[src/rtl/muldiv_pkg.sv]
// muldiv_pkg: shared op encodings and FSM states for the
// iterative HI/LO multiply/divide unit.
package muldiv_pkg;

    localparam logic [1:0] OP_MULS = 2'b00;
    localparam logic [1:0] OP_MULU = 2'b01;
    localparam logic [1:0] OP_DIVS = 2'b10;
    localparam logic [1:0] OP_DIVU = 2'b11;

    typedef enum logic [1:0] {
        IDLE = 2'b00,
        CALC = 2'b01,
        FIX  = 2'b10
    } state_e;

endpackage

[src/rtl/muldiv_negate.sv]
// muldiv_negate: conditional two's-complement negate.
// cin_i lets two instances chain into a 2W-bit negate.
module muldiv_negate #(
    parameter int W = 32
) (
    input  logic         neg_i,
    input  logic         cin_i,
    input  logic [W-1:0] x_i,
    output logic [W-1:0] y_o
);

    // Invert and add carry-in when negating, else pass through
    always_comb begin
        y_o = x_i;
        if (neg_i) y_o = ~x_i + W'(cin_i);
    end

endmodule

[src/rtl/muldiv_unit.sv]
// muldiv_unit: multi-cycle HI/LO multiplier/divider, one bit per cycle.
// Optional MULDIV_ACC_EN adds acc/sub ports for MADD/MSUB style ops.
module muldiv_unit
    import muldiv_pkg::*;
#(
    parameter int W = 32
) (
    input  logic         clk,
    input  logic         rst_n,
    input  logic         start,
    input  logic [1:0]   op,
    input  logic [W-1:0] a,
    input  logic [W-1:0] b,
    input  logic         flush,
    input  logic         hi_we,
    input  logic         lo_we,
    input  logic [W-1:0] wdata,
`ifdef MULDIV_ACC_EN
    input  logic         acc,
    input  logic         sub,
`endif
    output logic         busy,
    output logic         done,
    output logic         dz,
    output logic [W-1:0] hi,
    output logic [W-1:0] lo
);

    localparam int CW = $clog2(W + 1);

    state_e         state_q, state_d;
    logic [CW-1:0]  cnt_q;
    logic           div_q, sgn_q, rsgn_q, zero_q;
    logic           dz_q, done_q;
    logic [W-1:0]   mc_q, ph_q, pl_q;
    logic [W-1:0]   hi_q, lo_q;
`ifdef MULDIV_ACC_EN
    logic           acc_q, sub_q;
    logic [2*W-1:0] accsum;
`endif

    logic           neg_a, neg_b;
    logic [W-1:0]   abs_a, abs_b;
    logic [W:0]     msum, drem, ddiff;
    logic           dge;
    logic [W-1:0]   ph_d, pl_d;
    logic [W-1:0]   fix_hi, fix_lo;
    logic           hi_neg, hi_cin;

    assign neg_a = ~op[0] & a[W-1];
    assign neg_b = ~op[0] & b[W-1];

    muldiv_negate #(.W(W)) u_abs_a (
        .neg_i (neg_a),
        .cin_i (1'b1),
        .x_i   (a),
        .y_o   (abs_a)
    );

    muldiv_negate #(.W(W)) u_abs_b (
        .neg_i (neg_b),
        .cin_i (1'b1),
        .x_i   (b),
        .y_o   (abs_b)
    );

    // One shift-add or restoring subtract-shift step
    always_comb begin
        msum  = {1'b0, ph_q} + (pl_q[0] ? {1'b0, mc_q} : '0);
        drem  = {ph_q, pl_q[W-1]};
        ddiff = drem - {1'b0, mc_q};
        dge   = ~ddiff[W];
        ph_d  = msum[W:1];
        pl_d  = {msum[0], pl_q[W-1:1]};
        if (div_q) begin
            ph_d = dge ? ddiff[W-1:0] : drem[W-1:0];
            pl_d = {pl_q[W-2:0], dge};
        end
    end

    // Product is a 2W negate; remainder follows dividend sign
    assign hi_neg = div_q ? rsgn_q : sgn_q;
    assign hi_cin = div_q | (pl_q == '0);

    muldiv_negate #(.W(W)) u_fix_lo (
        .neg_i (sgn_q),
        .cin_i (1'b1),
        .x_i   (pl_q),
        .y_o   (fix_lo)
    );

    muldiv_negate #(.W(W)) u_fix_hi (
        .neg_i (hi_neg),
        .cin_i (hi_cin),
        .x_i   (ph_q),
        .y_o   (fix_hi)
    );

`ifdef MULDIV_ACC_EN
    // Accumulate product into current HI/LO, modulo 2^(2W)
    always_comb begin
        accsum = {hi_q, lo_q} + {fix_hi, fix_lo};
        if (sub_q) accsum = {hi_q, lo_q} - {fix_hi, fix_lo};
    end
`endif

    // State register
    always_ff @(posedge clk or negedge rst_n) begin
        if (!rst_n) state_q <= IDLE;
        else        state_q <= state_d;
    end

    // Next-state logic; flush always wins
    always_comb begin
        state_d = state_q;
        if (flush) begin
            state_d = IDLE;
        end else begin
            unique case (state_q)
                IDLE:    if (start) state_d = CALC;
                CALC:    if (cnt_q == CW'(1)) state_d = FIX;
                FIX:     state_d = IDLE;
                default: state_d = IDLE;
            endcase
        end
    end

    // Outputs
    always_comb begin
        busy = (state_q != IDLE);
        done = done_q;
        dz   = dz_q;
        hi   = hi_q;
        lo   = lo_q;
    end

    // Datapath: operand latch, iteration, result write-back
    always_ff @(posedge clk or negedge rst_n) begin
        if (!rst_n) begin
            cnt_q  <= '0;
            div_q  <= 1'b0;
            sgn_q  <= 1'b0;
            rsgn_q <= 1'b0;
            zero_q <= 1'b0;
            dz_q   <= 1'b0;
            done_q <= 1'b0;
            mc_q   <= '0;
            ph_q   <= '0;
            pl_q   <= '0;
            hi_q   <= '0;
            lo_q   <= '0;
`ifdef MULDIV_ACC_EN
            acc_q  <= 1'b0;
            sub_q  <= 1'b0;
`endif
        end else begin
            done_q <= 1'b0;
            if (flush) begin
                cnt_q <= '0;
            end else begin
                unique case (state_q)
                    IDLE: begin
                        if (start) begin
                            cnt_q  <= CW'(W);
                            div_q  <= op[1];
                            sgn_q  <= neg_a ^ neg_b;
                            rsgn_q <= neg_a;
                            zero_q <= (b == '0);
                            dz_q   <= 1'b0;
                            mc_q   <= abs_b;
                            ph_q   <= '0;
                            pl_q   <= abs_a;
`ifdef MULDIV_ACC_EN
                            acc_q  <= acc & ~op[1];
                            sub_q  <= sub;
`endif
                        end else begin
                            if (hi_we) hi_q <= wdata;
                            if (lo_we) lo_q <= wdata;
                        end
                    end
                    CALC: begin
                        ph_q  <= ph_d;
                        pl_q  <= pl_d;
                        cnt_q <= cnt_q - CW'(1);
                    end
                    FIX: begin
                        done_q <= 1'b1;
                        if (div_q && zero_q) begin
                            dz_q <= 1'b1;
`ifdef MULDIV_ACC_EN
                        end else if (acc_q) begin
                            {hi_q, lo_q} <= accsum;
`endif
                        end else begin
                            hi_q <= fix_hi;
                            lo_q <= fix_lo;
                        end
                    end
                    default: cnt_q <= '0;
                endcase
            end
        end
    end

endmodule

[config.mk]
export PLATFORM = sky130hd
export DESIGN_NAME = muldiv_unit
export DESIGN_NICKNAME = d
export VERILOG_FILES = /design/src/rtl/muldiv_pkg.sv /design/src/rtl/muldiv_negate.sv /design/src/rtl/muldiv_unit.sv
export SDC_FILE = /design/constraint.sdc
export NUM_CORES = 1
export LEC_CHECK = 0
export CORE_MARGIN = 3
export CORE_UTILIZATION = 50
export CTS_BUF_LIST = sky130_fd_sc_hd__clkbuf_4 sky130_fd_sc_hd__clkbuf_8
export DETAILED_ROUTE_END_ITERATION = 8
export GPL_ROUTABILITY_DRIVEN = 0
export PLACE_DENSITY = 0.76
export SYNTH_ARGS = -nofsm -noshare
export SYNTH_HDL_FRONTEND = slang
export SYNTH_SLANG_ARGS = --single-unit
export TNS_END_PERCENT = 20
[constraint.sdc]
create_clock -name clk -period 6.5 [get_ports clk]
set_input_delay 1.3 -clock clk [delete_from_list [all_inputs] [get_ports clk]]
set_output_delay 1.3 -clock clk [all_outputs]
set_load 0.05 [all_outputs]
[After elaboration in Yosys (flattened, before gate mapping)]
Index checks and enable logic that the tools add are counted.
W data, S select, Z words.
Cells by class
  add/subtract/negate cells: 7
  multipliers: 0
  div/mod/pow operators: 0
  order comparisons: 0
  eq/ne operators: 12
  shift operators: 0
  muxes and demuxes: 33
  bitwise logic cells: 11
  reductions and logical operators: 14
Operators by type and width (count)
  $mux W32: 16
  $pmux W32 S2: 4
  $not A32 Y32: 4
  $add A32 B1 Y32 const B: 3
  $logic_not A32 Y1: 2
  $add A32 B32 Y33: 1
  $sub A33 B32 Y33: 1
  $add A32 B1 Y32: 1
  $pmux W6 S3: 1
  $ne A2 B2 Y1 const B: 7
  $mux W6: 2
  $reduce_and A5 Y1: 2
  $eq A6 B1 Y1 const B: 1
  $mux W2: 3
  $ne A3 B3 Y1 const B: 2
  $reduce_and A3 Y1: 2
  $reduce_bool A2 Y1: 3
  $sub A6 B1 Y6 const B: 1
  $mux W1: 5
  $pmux W2 S2: 1
  $reduce_and A2 Y1: 2
  $reduce_and A4 Y1: 1
  $not A1 Y1: 3
  $and A1 B1 Y1: 2
  other kinds (7): 7
Word-level totals
  bits in registers: 174
  latch bits: 0
  bits in writable memories: 0
  ROM bits: 0
  output and inout port bits: 67
  word-level logic and storage cells: 90
  memories: 0

[Logic depth before layout (Yosys ltp)]
  depth in word-level cells: 6
  depth in mapped cells: 19
  depth with buffers taken out: 17

[By module]
From an unflattened synthesis, not the netlist that was laid out.
Second synthesis, totals
  cell total of the unflattened synthesis: 1841
  area, all modules: 14848.0 µm²
By module, submodules not included
  muldiv_unit: instances 1, cells each 1401, area an instance 11674.9 µm², seq. area each 4354.2 µm²
  muldiv_negate: instances 4, cells each 110, area an instance 793.3 µm², seq. area each 0.0 µm²

[Worst setup path before layout]
OpenSTA, ideal clock, no wires.
  path type: register to register
  start: register pl_q[10]
  end: register hi_q[25], in the netlist hi[25]
  setup time: 0.095 ns
  arrival time: 4.406 ns
  path slack: 1.999 ns
  cell stages (with the launch flop): 17
  period minus slack after synthesis: 4.501 ns
  path through: dfrtp_1 > or4_4 > or3_4 > or3_1 > or3_1 > or3_1 > o41ai_1 > ha_1 > nand2b_1 > nor3b_1 > nand3_1 > nor2_1 > nand2_1 > o41ai_1 > xnor2_1 > nor2_1 > o31ai_1
On the way
  longest elaborated chain between the ends: 6
RTL lines
  start: declaration: RTL line muldiv_unit.sv:35  | logic [W-1:0] mc_q, ph_q, pl_q;
  start signal: assignment: RTL line muldiv_unit.sv:172  | pl_q <= abs_a;
  start signal: assignment: RTL line muldiv_unit.sv:184  | pl_q <= pl_d;
  $logic_not A32 Y1: RTL line muldiv_unit.sv:83  | assign hi_cin = div_q | (pl_q == '0);
  $or A1 B1 Y1: RTL line muldiv_unit.sv:83
  $add A32 B1 Y32: RTL line muldiv_negate.sv:15  | if (neg_i) y_o = ~x_i + W'(cin_i);
  $mux W32: RTL line muldiv_negate.sv:15
  $mux W32: RTL line muldiv_unit.sv:189  | if (div_q && zero_q) begin
  $pmux W32 S2: RTL line muldiv_unit.sv:161  | unique case (state_q)
  end signal: assignment: RTL line muldiv_unit.sv:178  | if (hi_we) hi_q <= wdata;
  end signal: assignment: RTL line muldiv_unit.sv:196  | hi_q <= fix_hi;
  end: declaration: RTL line muldiv_unit.sv:36  | logic [W-1:0] hi_q, lo_q;
No other way between the ends. The select of a mux whose other input is x is not followed.
A chain may end at the register's enable or synchronous reset.

[Final worst setup path]
  start: register pl_q[9]
  end: register hi_q[24], in the netlist hi[24]
Same word-level chain as after synthesis.

==> impl_results.md <==
- DRC: 0
- Logic gate share of total power: about three fifths
- Cell Area, Synth: about 14000 um2
- Most Used Layer, Global Route: met2
- Post-CTS Hold Buffers: 0
- Critical path class: reg2reg
- Crit path capture: hi[24]$_DFFE_PN0P_
- Num ports: between 150 and 200
- Met3 Use GR: about 5.7%
- Synth Register Bits: between 150 and 200
- Num rows: between 60 and 70
- FFs w/ async S/R, synth: 100%
- Most frequent CP cell: or3_1
- Hold crit path type: reg2reg
- Gr ovfl total: 0
- Core ar.: about 28000 um2
- Syn Nets: between 1.5k and 2k
- CTS buffer count: 17
- Reg clk slew, reported paths: 130 ps
- # resized after CTS: 0
- Vias per cell: just over 6
- Sw frac: 51.8%
- Net switching power: around 3.7 mW
- CP max stage cell: or4_4
- Register share of total power: between 20% and 30%
- DP HPWL: about 35 mm
- Min Hold Slack: slightly below 500 ps
- Ant. Diodes: 0
- CP Launch Type: register
- Drt total wl: approximately 46 mm
- Max_slew headroom: between 30% and 40%
- Initial core utilization: between 50 and 60%
- Largest net degree at the start of global routing: between 70 and 80
- Clock power frac: between 10% and 20%
- Worst reg2reg path endpoint: hi[24]$_DFFE_PN0P_
- Final layout net count: approximately 2.1k
- Critical Path RT: 6910 ps
- Syn Area/Cell: approximately 8 um2
- Cell taking the most area after synthesis: dfrtp_1
- PwrDens: 425 nW/um2
- Area grow syn2layout: 17.0%
- Minimum clock period: about 5000 ps
- Run status: finished, final reports clean
- Clk sinks: 174
- Post-DRT Antenna Nets: 0
- GRT met2 Usage: about 45%
- Max-Cap Viols: 0
- Setup TNS: 0 ps
- Worst vdd ir: 0.000166 V
- Netlist cell types: 70
- Layout cell share with drive strength beyond 1: approximately 4.4%
- Final Hold Fails: 0
- Htree depth: 4
- Period utilization: between 70% and 80%
- TritonCTS clock tree: built
- Final Max Tran Viols: 0
- Port Buffers: 170
- Pleak: 7.23 nW
- Internal power: roughly 3.4 mW
- Die X: between 150 and 200 um
- Setup crit start: pl_q[9]$_DFFE_PN0P_
- Post CTS Setup Buffer Count: 0
- Vias in the first global route: roughly 13k
- Crit-path cells: or4_4, or3_4, or3_1, or3_1, or3_1, o41ai_1, ha_1, ha_1, nand3b_1, or2_2, nor2_1, nand2_1, o31ai_1, xnor2_1, nor2_1, o31ai_1
- WL/cell: 19.7 um
- Max Clock Skew: ~29 ps
- CTS max path bufs: 2
- Via count: between 10k and 15k
- RSZ-0062 raised after global routing: no
- Initial antenna violation count: 0
- R2R Setup Slk: approximately 1600 ps
- Register area share after synthesis: a little under a third
- Dominant synthesized flop cell: dfrtp_1
- Die area: roughly 30000 um2
- Clock network latency to the later pin of the worst-skew pair: between 500 and 600 ps
- Worst Reg-to-Reg Cells: 16
- R2r startpoint: pl_q[9]$_DFFE_PN0P_
- First-pass GRT wire length: 71.8 mm
- Synthesis Warnings: 0
- CTS root buffer: clkbuf_8
- Initial DRC count: between 1.5k and 2k
- EDFF count, synth: 0
- Total GRT Usage: 29.0%
- Synth top area share: a little under a third
- Crit Path Max Fanout: 6
- CP arrival: about 5300 ps
- DR pass1 iterations: 6
- Die height: about 180 um
- Largest cells by area after synthesis: dfrtp_1, o21ai_0, ha_1
- Slowest stage delay, CP: roughly 550 ps
- # setup viols final: 0
- GRT met1 Usage: between 40 and 50%
- Synthesized netlist cell count: 1820
- CP Capture Type: register
- F_max: roughly 0.2 GHz
- Slew @ Worst Pin: between 1000 and 1500 ps
==> final cells by class <==
cell class                 instances  area [um2]
timing repair buffer             189        1850
inverter                          66         248
clock inverter                    15         213
multi-input combinational       1481        9380
sequential                       174        4360
tap                              378         473
fill                            2523       11300
clock buffer                      17         234
==> placed cells by master (no fill, tap or decap), types with 7 or more instances in the layout <==
cell type        synthesis  layout
nor2b_1                 12      11
clkdlybuf4s50_1          0     169
a21o_1                  42      42
or3_1                   18      18
nor3_1                  21      21
buf_4                    0      19
nor4_1                  17      17
nand2b_1                16      15
o211ai_1                 9       9
nor3b_1                 11      11
a22oi_1                 15      15
nand3_1                 20      20
nand4_1                 12      12
xor2_1                  68      68
o31ai_1                 66      66
and3_1                  12      12
a211oi_1                15      15
o21ai_0                207     207
o21a_1                  16      16
mux2i_1                 52      52
a21oi_1                115     115
or2_2                    7       7
or4_1                    8       8
clkbuf_8                 0      17
clkinv_8                 0       8
ha_1                    71      71
o21bai_1                10      10
nor2_1                 191     187
xnor2_1                 98      98
inv_1                   64      64
o41ai_1                 16      16
a31oi_1                 16      16
dfrtp_1                174     173
nand2_1                233     233
==> power by group through the flow <==
| stage | clock network (mW) | logic (mW) | registers [mW] |
|---|---|---|---|
| floorplan | 0 | 2.81 | 2.13 |
| global placement | 0 | 4.17 | 1.91 |
| detailed placement | 0 | 4.23 | 1.93 |
| CTS | 0.840 | 4.26 | 1.91 |
| global route | 0.884 | 4.72 | 1.97 |
| finish | 0.839 | 4.35 | 1.94 |
==> cells in the mapped netlist (6+ instances only) <==
library cell	number
xor2_1	68
o21ai_0	207
buf_1	10
ha_1	71
a31oi_1	16
mux2i_1	52
a21o_1	42
a211oi_1	15
inv_1	64
o31ai_1	66
or3_1	18
or4_1	8
clkbuf_1	85
nand2b_1	16
o21a_1	16
a21oi_1	115
a22oi_1	15
nor2_1	191
and3_1	12
nand4_1	12
o21bai_1	10
nand2_1	233
nor3_1	21
nor2b_1	12
nor4_1	17
or2_2	7
and2_1	6
o41ai_1	16
xnor2_1	98
dfrtp_1	174
nand3_1	20
o211ai_1	9
nor3b_1	11
==> metrics by stage <==
stage               area [um2]  power (mW)  utilization [%]  worst slack, ps  instances
CTS                      16700        7.01             59.8             1610       2320
global route             16700        7.58             59.8             1170       2320
finish                   16700        7.12             59.8             1620       2320
floorplan                14300        4.94                -             2000       1820
detailed placement       16300        6.16             58.2             1670       2288
global placement         16300        6.08             58.2             1830       2288
==> worst min path at each step <==
stage / depth (start not counted) / slack (ps) / endpoint / from
floorplan: 2 / 450 / mc_q[10]$_DFFE_PN0P_ / mc_q[10]$_DFFE_PN0P_
global route: 2 / 510 / hi[13]$_DFFE_PN0P_ / hi[13]$_DFFE_PN0P_
detailed placement: 2 / 460 / lo[8]$_DFFE_PN0P_ / lo[8]$_DFFE_PN0P_
finish: 2 / 490 / hi[13]$_DFFE_PN0P_ / hi[13]$_DFFE_PN0P_
CTS: 2 / 490 / lo[22]$_DFFE_PN0P_ / lo[22]$_DFFE_PN0P_
global placement: 2 / 460 / lo[4]$_DFFE_PN0P_ / lo[4]$_DFFE_PN0P_
==> sequential cells by signal, indices dropped and copies added (netlist names) <==
signal,cells
pl_q,32
mc_q,32
zero_q,1
div_q,1
sgn_q,1
rsgn_q,1
ph_q,32
cnt_q,6
dz,1
done,1
hi,32
lo,32
state_q,2
==> logic make-up after synthesis <==
logic type                 share of synthesized area (%)
and+or+nand+nor                                     19.2
AOI/OAI and AO/OA                                   25.7
DFF                                                 30.4
xor gates and xnor gates                            10.2
buffers and inverters                               4.36
adders and majority gates                           6.49
muxes                                               3.71
==> worst max-delay path: cells and delay by family (launching register included) <==
kind | cells | cell delay (ps)
simple gates | 10 | 2900
compound gates | 3 | 800
flops | 1 | 470
fa+ha+maj | 2 | 460
xor+xnor | 1 | 150
==> layer usage <==
layer  vias to the layer above  part of all wire, %
li1                       6731                    -
met1                      6753                   44
met2                       712                   44
met3                        84                  9.9
met4                         0                  2.5
met5                         -                    0
(Power assumes the default switching activity.)
